[src/rtl/note_arbiter_if.sv]
// Key-switch input and registered note outputs of the note arbiter.
// The master side drives the switches; the slave side drives the notes.
interface note_arbiter_if;
   logic [7:0] sw;
   logic [7:0] en_note;
   logic [2:0] note_idx;
   logic       note_valid;
   logic       note_start;

   modport master (
      output sw,
      input  en_note,
      input  note_idx,
      input  note_valid,
      input  note_start
   );

   modport slave (
      input  sw,
      output en_note,
      output note_idx,
      output note_valid,
      output note_start
   );
endinterface

[src/rtl/note_arbiter.sv]
// Eight-key note arbiter: synchronize, debounce, pick lowest pressed
// key, hold each note a minimum time and separate notes by a gap.
module note_arbiter #(
   parameter int DEBOUNCE_CYCLES = 16,
   parameter int MIN_HOLD        = 32,
   parameter int GAP_CYCLES      = 4
) (
   input  logic       clk,
   input  logic       rst,
   note_arbiter_if.slave bus
);

   typedef enum logic [1:0] {
      IDLE,
      PLAY,
      GAP
   } state_t;

   localparam logic [7:0] DB_LAST =
      8'(DEBOUNCE_CYCLES - 1);
   localparam logic [9:0] HOLD_LAST =
      10'(MIN_HOLD - 1);
   localparam logic [7:0] GAP_LAST =
      8'(GAP_CYCLES - 1);

   state_t     state;
   state_t     state_nxt;
   logic [7:0] s1;
   logic [7:0] s2;
   logic [7:0] deb;
   logic [7:0] cnt [8];
   logic [2:0] cur;
   logic [2:0] cur_nxt;
   logic [9:0] hold;
   logic [9:0] hold_nxt;
   logic [7:0] gap;
   logic [7:0] gap_nxt;
   logic       fresh;
   logic       fresh_nxt;
   logic       win_vld;
   logic [2:0] win_idx;

   always_ff @(posedge clk) begin
      if (rst) begin
         s1  <= '0;
         s2  <= '0;
         deb <= '0;
         for (int i = 0; i < 8; i++)
            cnt[i] <= '0;
      end else begin
         s1 <= bus.sw;
         s2 <= s1;
         for (int i = 0; i < 8; i++) begin
            if (s2[i] != deb[i]) begin
               if (cnt[i] == DB_LAST) begin
                  deb[i] <= s2[i];
                  cnt[i] <= '0;
               end else begin
                  cnt[i] <= cnt[i] + 8'd1;
               end
            end else begin
               cnt[i] <= '0;
            end
         end
      end
   end

   // Scan downward so the lowest pressed index wins.
   always_comb begin
      win_vld = |deb;
      win_idx = '0;
      for (int i = 7; i >= 0; i--)
         if (deb[i])
            win_idx = 3'(i);
   end

   always_ff @(posedge clk) begin
      if (rst) begin
         state <= IDLE;
         cur   <= '0;
         hold  <= '0;
         gap   <= '0;
         fresh <= 1'b0;
      end else begin
         state <= state_nxt;
         cur   <= cur_nxt;
         hold  <= hold_nxt;
         gap   <= gap_nxt;
         fresh <= fresh_nxt;
      end
   end

   // hold counts PLAY cycles already spent; it saturates one short
   // of MIN_HOLD so the exit lands on the last required cycle.
   always_comb begin
      state_nxt = state;
      cur_nxt   = cur;
      hold_nxt  = hold;
      gap_nxt   = gap;
      fresh_nxt = 1'b0;
      unique case (state)
         IDLE: begin
            if (win_vld) begin
               cur_nxt   = win_idx;
               hold_nxt  = '0;
               fresh_nxt = 1'b1;
               state_nxt = PLAY;
            end
         end
         PLAY: begin
            if (hold != HOLD_LAST) begin
               hold_nxt = hold + 10'd1;
            end else if (!win_vld ||
                         win_idx != cur) begin
               gap_nxt   = '0;
               state_nxt = GAP;
            end
         end
         GAP: begin
            if (gap == GAP_LAST) begin
               if (win_vld) begin
                  cur_nxt   = win_idx;
                  hold_nxt  = '0;
                  fresh_nxt = 1'b1;
                  state_nxt = PLAY;
               end else begin
                  state_nxt = IDLE;
               end
            end else begin
               gap_nxt = gap + 8'd1;
            end
         end
         default: state_nxt = IDLE;
      endcase
   end

   always_ff @(posedge clk) begin
      if (rst || state != PLAY) begin
         bus.en_note    <= '0;
         bus.note_idx   <= '0;
         bus.note_valid <= 1'b0;
         bus.note_start <= 1'b0;
      end else begin
         bus.en_note    <= 8'd1 << cur;
         bus.note_idx   <= cur;
         bus.note_valid <= 1'b1;
         bus.note_start <= fresh;
      end
   end

endmodule

[src/flat_wrapper.sv]
// flat-port wrapper written by rule: the top's interface ports become plain ports
module note_arbiter_flat 
#(
   parameter int DEBOUNCE_CYCLES = 16,
   parameter int MIN_HOLD        = 32,
   parameter int GAP_CYCLES      = 4
)
  (clk, rst, bus_sw, bus_en_note, bus_note_idx, bus_note_valid, bus_note_start);
  note_arbiter_if bus_i ();
  input  logic clk;
  input  logic rst;
  input wire logic [$bits(bus_i.sw)-1:0] bus_sw;
  output wire logic [$bits(bus_i.en_note)-1:0] bus_en_note;
  output wire logic [$bits(bus_i.note_idx)-1:0] bus_note_idx;
  output wire logic [$bits(bus_i.note_valid)-1:0] bus_note_valid;
  output wire logic [$bits(bus_i.note_start)-1:0] bus_note_start;
  assign bus_i.sw = bus_sw;
  assign bus_en_note = bus_i.en_note;
  assign bus_note_idx = bus_i.note_idx;
  assign bus_note_valid = bus_i.note_valid;
  assign bus_note_start = bus_i.note_start;
  note_arbiter #(.DEBOUNCE_CYCLES(DEBOUNCE_CYCLES), .MIN_HOLD(MIN_HOLD), .GAP_CYCLES(GAP_CYCLES)) u_core (.clk(clk), .rst(rst), .bus(bus_i));
endmodule
[config.mk]
export PLATFORM = sky130hd
export DESIGN_NAME = note_arbiter_flat
export DESIGN_NICKNAME = d
export VERILOG_FILES = /design/src/rtl/note_arbiter_if.sv /design/src/rtl/note_arbiter.sv /design/src/flat_wrapper.sv
export SDC_FILE = /design/constraint.sdc
export NUM_CORES = 1
export LEC_CHECK = 0
export CAP_MARGIN = 20
export CORE_ASPECT_RATIO = 1.1
export CORE_UTILIZATION = 50
export DETAILED_ROUTE_END_ITERATION = 8
export DONT_BUFFER_PORTS = 1
export PLACE_DENSITY_LB_ADDON = 0.12
export SLEW_MARGIN = 25
export SYNTH_ARGS = -nofsm -noshare
export SYNTH_HDL_FRONTEND = slang
export SYNTH_SLANG_ARGS = --single-unit
[constraint.sdc]
create_clock -name clk -period 2.4 [get_ports clk]
set_input_delay 0.24 -clock clk [delete_from_list [all_inputs] [get_ports clk]]
set_output_delay 0.24 -clock clk [all_outputs]
set_load 0.01 [all_outputs]
## Word level (Yosys, flattened, before mapping)

Memory sizes are Yosys's and may differ from the RTL's.
Index checks and enable logic that the tools add are counted.

- Register bits after elaboration: 61
- Memory bits (writable): 64
- Bits of input ports: 10
- Output and inout bits: 13
- Logic and storage cells: 246
- Memories kept: 1

- Add/sub/neg operators: 10
- Equality and inequality tests: 28
- Shift operators: 1
- Muxes and demuxes: 143
- Bitwise gates (word level): 24
- Reduce and logical (&&, ||, !) cells: 20

Memory list:

| name | depth | bits a word | read ports | clocked after Yosys merged registers in | write ports | line | text |
|---|---|---|---|---|---|---|---|
| u_core.cnt | 8 | 8 | 8 | 0 | 8 | note_arbiter.sv:31 | `logic [7:0] cnt [8];` |

Operators by type and width:

| kind | number |
|---|---|
| $mux 8 | 27 |
| $mux 1 | 94 |
| $add 8x1->8 const B | 9 |
| $eq 8x4->1 const B | 8 |
| $mux 10 | 3 |
| $mux 3 | 10 |
| $pmux 10 s3 | 1 |
| $or 1x1->1 | 24 |
| $reduce_and 2->1 | 9 |
| $pmux 8 s2 | 1 |
| $add 10x1->10 const B | 1 |
| $ne 10x5->1 const B | 1 |
| $ne 2x1->1 const B | 5 |
| $eq 8x2->1 const B | 1 |
| $mux 2 | 4 |
| $ne 1x1->1 | 8 |
| $reduce_and 4->1 | 2 |
| $reduce_or 8->1 | 1 |
| $shl 1x3->8 const A | 1 |
| $pmux 2 s3 | 1 |
| $pmux 3 s2 | 1 |
| $ne 2x2->1 const B | 2 |
| $reduce_bool 2->1 | 2 |
| $ne 3x3->1 | 1 |
| 8 further kinds | 9 |

## Logic depth before layout (Yosys ltp)

- Depth in word-level cells: 13
- Mapped depth: 8
- Gate-level depth less buffers: 8

## Worst setup path after synthesis

Ideal clock, no wire load.

- Path kind: register -> register
- From: register u_core.gap[0]
- To: register u_core.hold[5]
- Library setup time: 0.070 ns
- Data arrival time: 1.936 ns
- Required time: 2.330 ns
- Path slack: 0.394 ns
- Stages on the path, launching flop included: 8
- Clock period less this slack: 2.006 ns
- Cells stage by stage: dfxtp_1 ha_1 nor4b_2 a21boi_1 o31ai_4 nand4_2 or3_1 a21oi_1

- Word-level cells in the longest chain between the ends: 3

Ends and longest elaborated chain:

| item | line | text |
|---|---|---|
| start: declaration | note_arbiter.sv:36 | `logic [7:0] gap;` |
| start signal: assignment | note_arbiter.sv:88 | `gap <= gap_nxt;` |
| $eq 8x2->1 | note_arbiter.sv:120 | `if (gap == GAP_LAST) begin` |
| $ne 2x1->1 (no source line) | - |  |
| $reduce_and 3->1 (no source line) | - |  |
| end signal: assignment | note_arbiter.sv:87 | `hold <= hold_nxt;` |
| end: declaration | note_arbiter.sv:34 | `logic [9:0] hold;` |

Every way passes these cells.
A chain may end at the register's enable or synchronous reset.

## Worst setup path after layout

Same ends and word-level chain as after synthesis.

==> summary.md <==
| Metric | Value |
|---|---|
| Lkg Pwr | `0.00246 uW` |
| Sequential area share after synthesis | `0.564` |
| Area occupied by multi-input gates | `2530 um^2` |
| Slew @ Worst Pin | `0.552 ns` |
| Buffers on Ports | `0` |
| Initial Util | `0.511` |
| WL per Instance | `11.5 um` |
| Synthesized area | `5570 um^2` |
| Worst Path Buf+Inv | `0` |
| Synth Flop Type | `edfxtp_1` |
| Initial antenna violation count | `0` |
| Post-cts resize count | `0` |
| Yosys top cell by area | `edfxtp_1` |
| Mapped Cells | `538` |
| Post-DRT Antenna Nets | `0` |
| Critical Path Source Type | `register` |
| Final wirelength | `8890 um` |
| First-pass GRT wire length | `15500 um` |
| Cell with the most instances after synthesis | `nor2_1` |
| Clock Tree Buf Depth | `2` |
| RSZ-0062 raised after global routing | `no` |
| Final Skew | `0.00742 ns` |
| EDFF count, synth | `64` |
| DR pass1 iterations | `4` |
| Power Dens Cells | `793 nW/um^2` |
| CTS tree | `yes` |
| Core Rows | `40` |
| Max_cap viols | `0` |
| Num CTS Buffers | `17` |
| Worst r2r src | `u_core.gap[0]` |
| Pins Over Slew Limit | `0` |
| Gr usage total | `0.176` |
| DR DRC count | `0` |
| Critical path required time | `2.74 ns` |
| Vias in the first global route | `3526` |
| H-tree depth | `4` |
| Antenna cell count | `0` |
| YS warnings | `0` |
| Peak supply drop | `0.658 mV` |
| Area of the die | `11600 um^2` |
| Seq. cell area | `3140 um^2` |
| Critical path type | `reg2reg` |
| Worst-Skew Late Latency | `0.41 ns` |
| CTS root buf | `clkbuf_16` |
| Fmax | `447 MHz` |
| Min Tclk post-route | `2.24 ns` |
| Pin count of the biggest net entering global routing | `42` |
| Critical path origin | `u_core.gap[0]` |
| Post-route clock period utilization | `0.933` |
| Arr. time, crit path | `2.58 ns` |
| Setup-failing EPs final | `0` |
| CP Capture Type | `register` |
| Avg Vias per Cell | `4.79` |
| Layout fillers | `975` |
| Layout cell share with drive strength beyond 1 | `0.0689` |
| Syn_area_per_cell | `10.4 um^2` |
| Worst-path maximum fanout | `6` |
| Gr ovfl total | `0` |
| FFs w/ async S/R, synth | `0` |
| Setup TNS | `0 ns` |
| Crit-path max cell delay | `0.38 ns` |
| Tot Pwr | `5280 uW` |
| # IOs | `23` |
| Status | `finished clean` |
| Critical path's top delay family | `simple AND/OR/NAND/NOR gates` |
| Hold crit path type | `in2reg` |
| Slowest CP cell | `dfxtp_1` |
| Hold wc startpoint | `rst` |
| Most frequent cells after synthesis | `nor2_1 (126), edfxtp_1 (64), dfxtp_1 (61), xnor2_1 (36)` |
| Fin cells | `771` |
| Synth cell types | `49` |
| Die width | `103 um` |
| TritonCTS Sinks | `125` |
| Largest cells by area after synthesis | `edfxtp_1 (34%), dfxtp_1 (22%), nor2_1 (8.5%)` |
| Placer Congestion | `0.773` |
| Post-layout nets | `631` |
| Post-synth top area share | `0.345` |
| Placed Instances | `729` |
| Worst-path clk slew | `0.05 ns` |
| CP cell instances | `ha_1 > nor4b_2 > a21boi_1 > o31ai_4 > nand4_2 > or3_1 > a21oi_1` |
| Area growth from synthesis to layout | `19.5%` |
| Final Hold Viols | `0` |
| Core footprint | `10900 um^2` |
| Vias after detailed routing | `3692` |
| Die Y | `113 um` |
| Initial DRC count | `155` |
| FF+latch count, synth | `125` |
| Max_slew headroom | `0.627` |
| Post-DP HPWL | `5950 um` |
## layout by cell type (no fill, tap or decap), types with 5 or more instances in the layout
| cell type | count |
|---|---|
| nor2b_1 | 21 |
| or3_1 | 13 |
| o21ai_0 | 7 |
| xor2_1 | 27 |
| inv_1 | 14 |
| clkbuf_16 | 19 |
| nor3_1 | 10 |
| conb_1 | 64 |
| nand2_1 | 27 |
| clkbuf_8 | 5 |
| xnor2_1 | 36 |
| edfxtp_1 | 64 |
| dlygate4sd3_1 | 8 |
| ha_1 | 10 |
| a21oi_1 | 11 |
| mux2i_1 | 12 |
| dfxtp_1 | 61 |
| nand3_1 | 26 |
| nor2_1 | 126 |
| or4_1 | 10 |
## cells by family (layout without fill, tap and decap cells)
| family | Yosys count | in the layout | share of synthesized area |
|---|---|---|---|
| other | 1 | 64 | 0.000673 |
| adder cells (fa/ha/maj) | 10 | 10 | 0.0225 |
| multiplexers | 13 | 13 | 0.0236 |
| AND/OR/NAND/NOR | 259 | 259 | 0.222 |
| flip-flops | 125 | 125 | 0.564 |
| buffers and inverters | 33 | 56 | 0.0240 |
| XOR/XNOR | 63 | 63 | 0.0990 |
| AO/OA/AOI/OAI | 34 | 34 | 0.0445 |
## worst paths after layout
kind	end	slack [ns]	cells after the start
max	u_core.hold[5]	0.16	7
min	u_core.bus.en_note[1]	0.09	2
max reg2reg	u_core.hold[5]	0.16	7
min reg2reg	u_core.s2[5]	0.43	1
## flip-flops by register name, summed over array words and instances, names as in the netlist
name / cells
u_core.bus.note_idx: 3
u_core.deb: 8
u_core.state: 2
u_core.bus.note_valid: 1
u_core.cnt: 64
u_core.fresh: 1
u_core.bus.en_note: 8
u_core.s1: 8
u_core.hold: 10
u_core.gap: 8
u_core.cur: 3
u_core.s2: 8
u_core.bus.note_start: 1
## timing repair
item                                    CTS  global route
setup buffers                             0             1
hold endpoints to repair                 41             0
endpoints found under the setup margin    0             3
hold buffers                              9             0
## layout make-up
cell class                 instances  area share
multi-input combinational        443       0.380
clock inverter                     8      0.0145
timing repair buffer              10      0.0162
tap                              147      0.0276
clock buffer                      24      0.0817
inverter                          14     0.00789
sequential                       125       0.472
## stage by stage
stage | hold WS, ns | util | cell area, um^2 | setup WS, ns
finish | 0.0893 | 0.610 | 6660 | 0.161
global route | 0.0810 | 0.610 | 6660 | 0.00416
CTS | 0.0696 | 0.610 | 6650 | 0.122
detailed placement | 0.315 | 0.542 | 5910 | 0.170
global placement | 0.315 | 0.542 | 5910 | 0.234
floorplan | 0.368 | - | 5810 | 0.394
## worst reg2reg max path: cells and delay by family, from the launching register on
kind / cells / cell delay (ns)
compound gates: 3 / 0.69
fa+ha+maj: 1 / 0.23
flops: 1 / 0.38
simple gates: 3 / 0.87
## per-layer routing
layer	global-route usage	vias to the layer above	part of all wire
met4	0.0867	0	0.022
met3	0.0611	16	0.030
li1	-	1923	-
met2	0.276	33	0.47
met1	0.215	1720	0.48
met5	0	-	0
## report_power, final
group	internal (uW)	total [uW]	switching (uW)
clock network	1790	2670	883
logic	98.3	231	133
registers	2320	2380	59.9
total	4200	5280	1080
No activity file was read; power rests on OpenSTA's default activity.
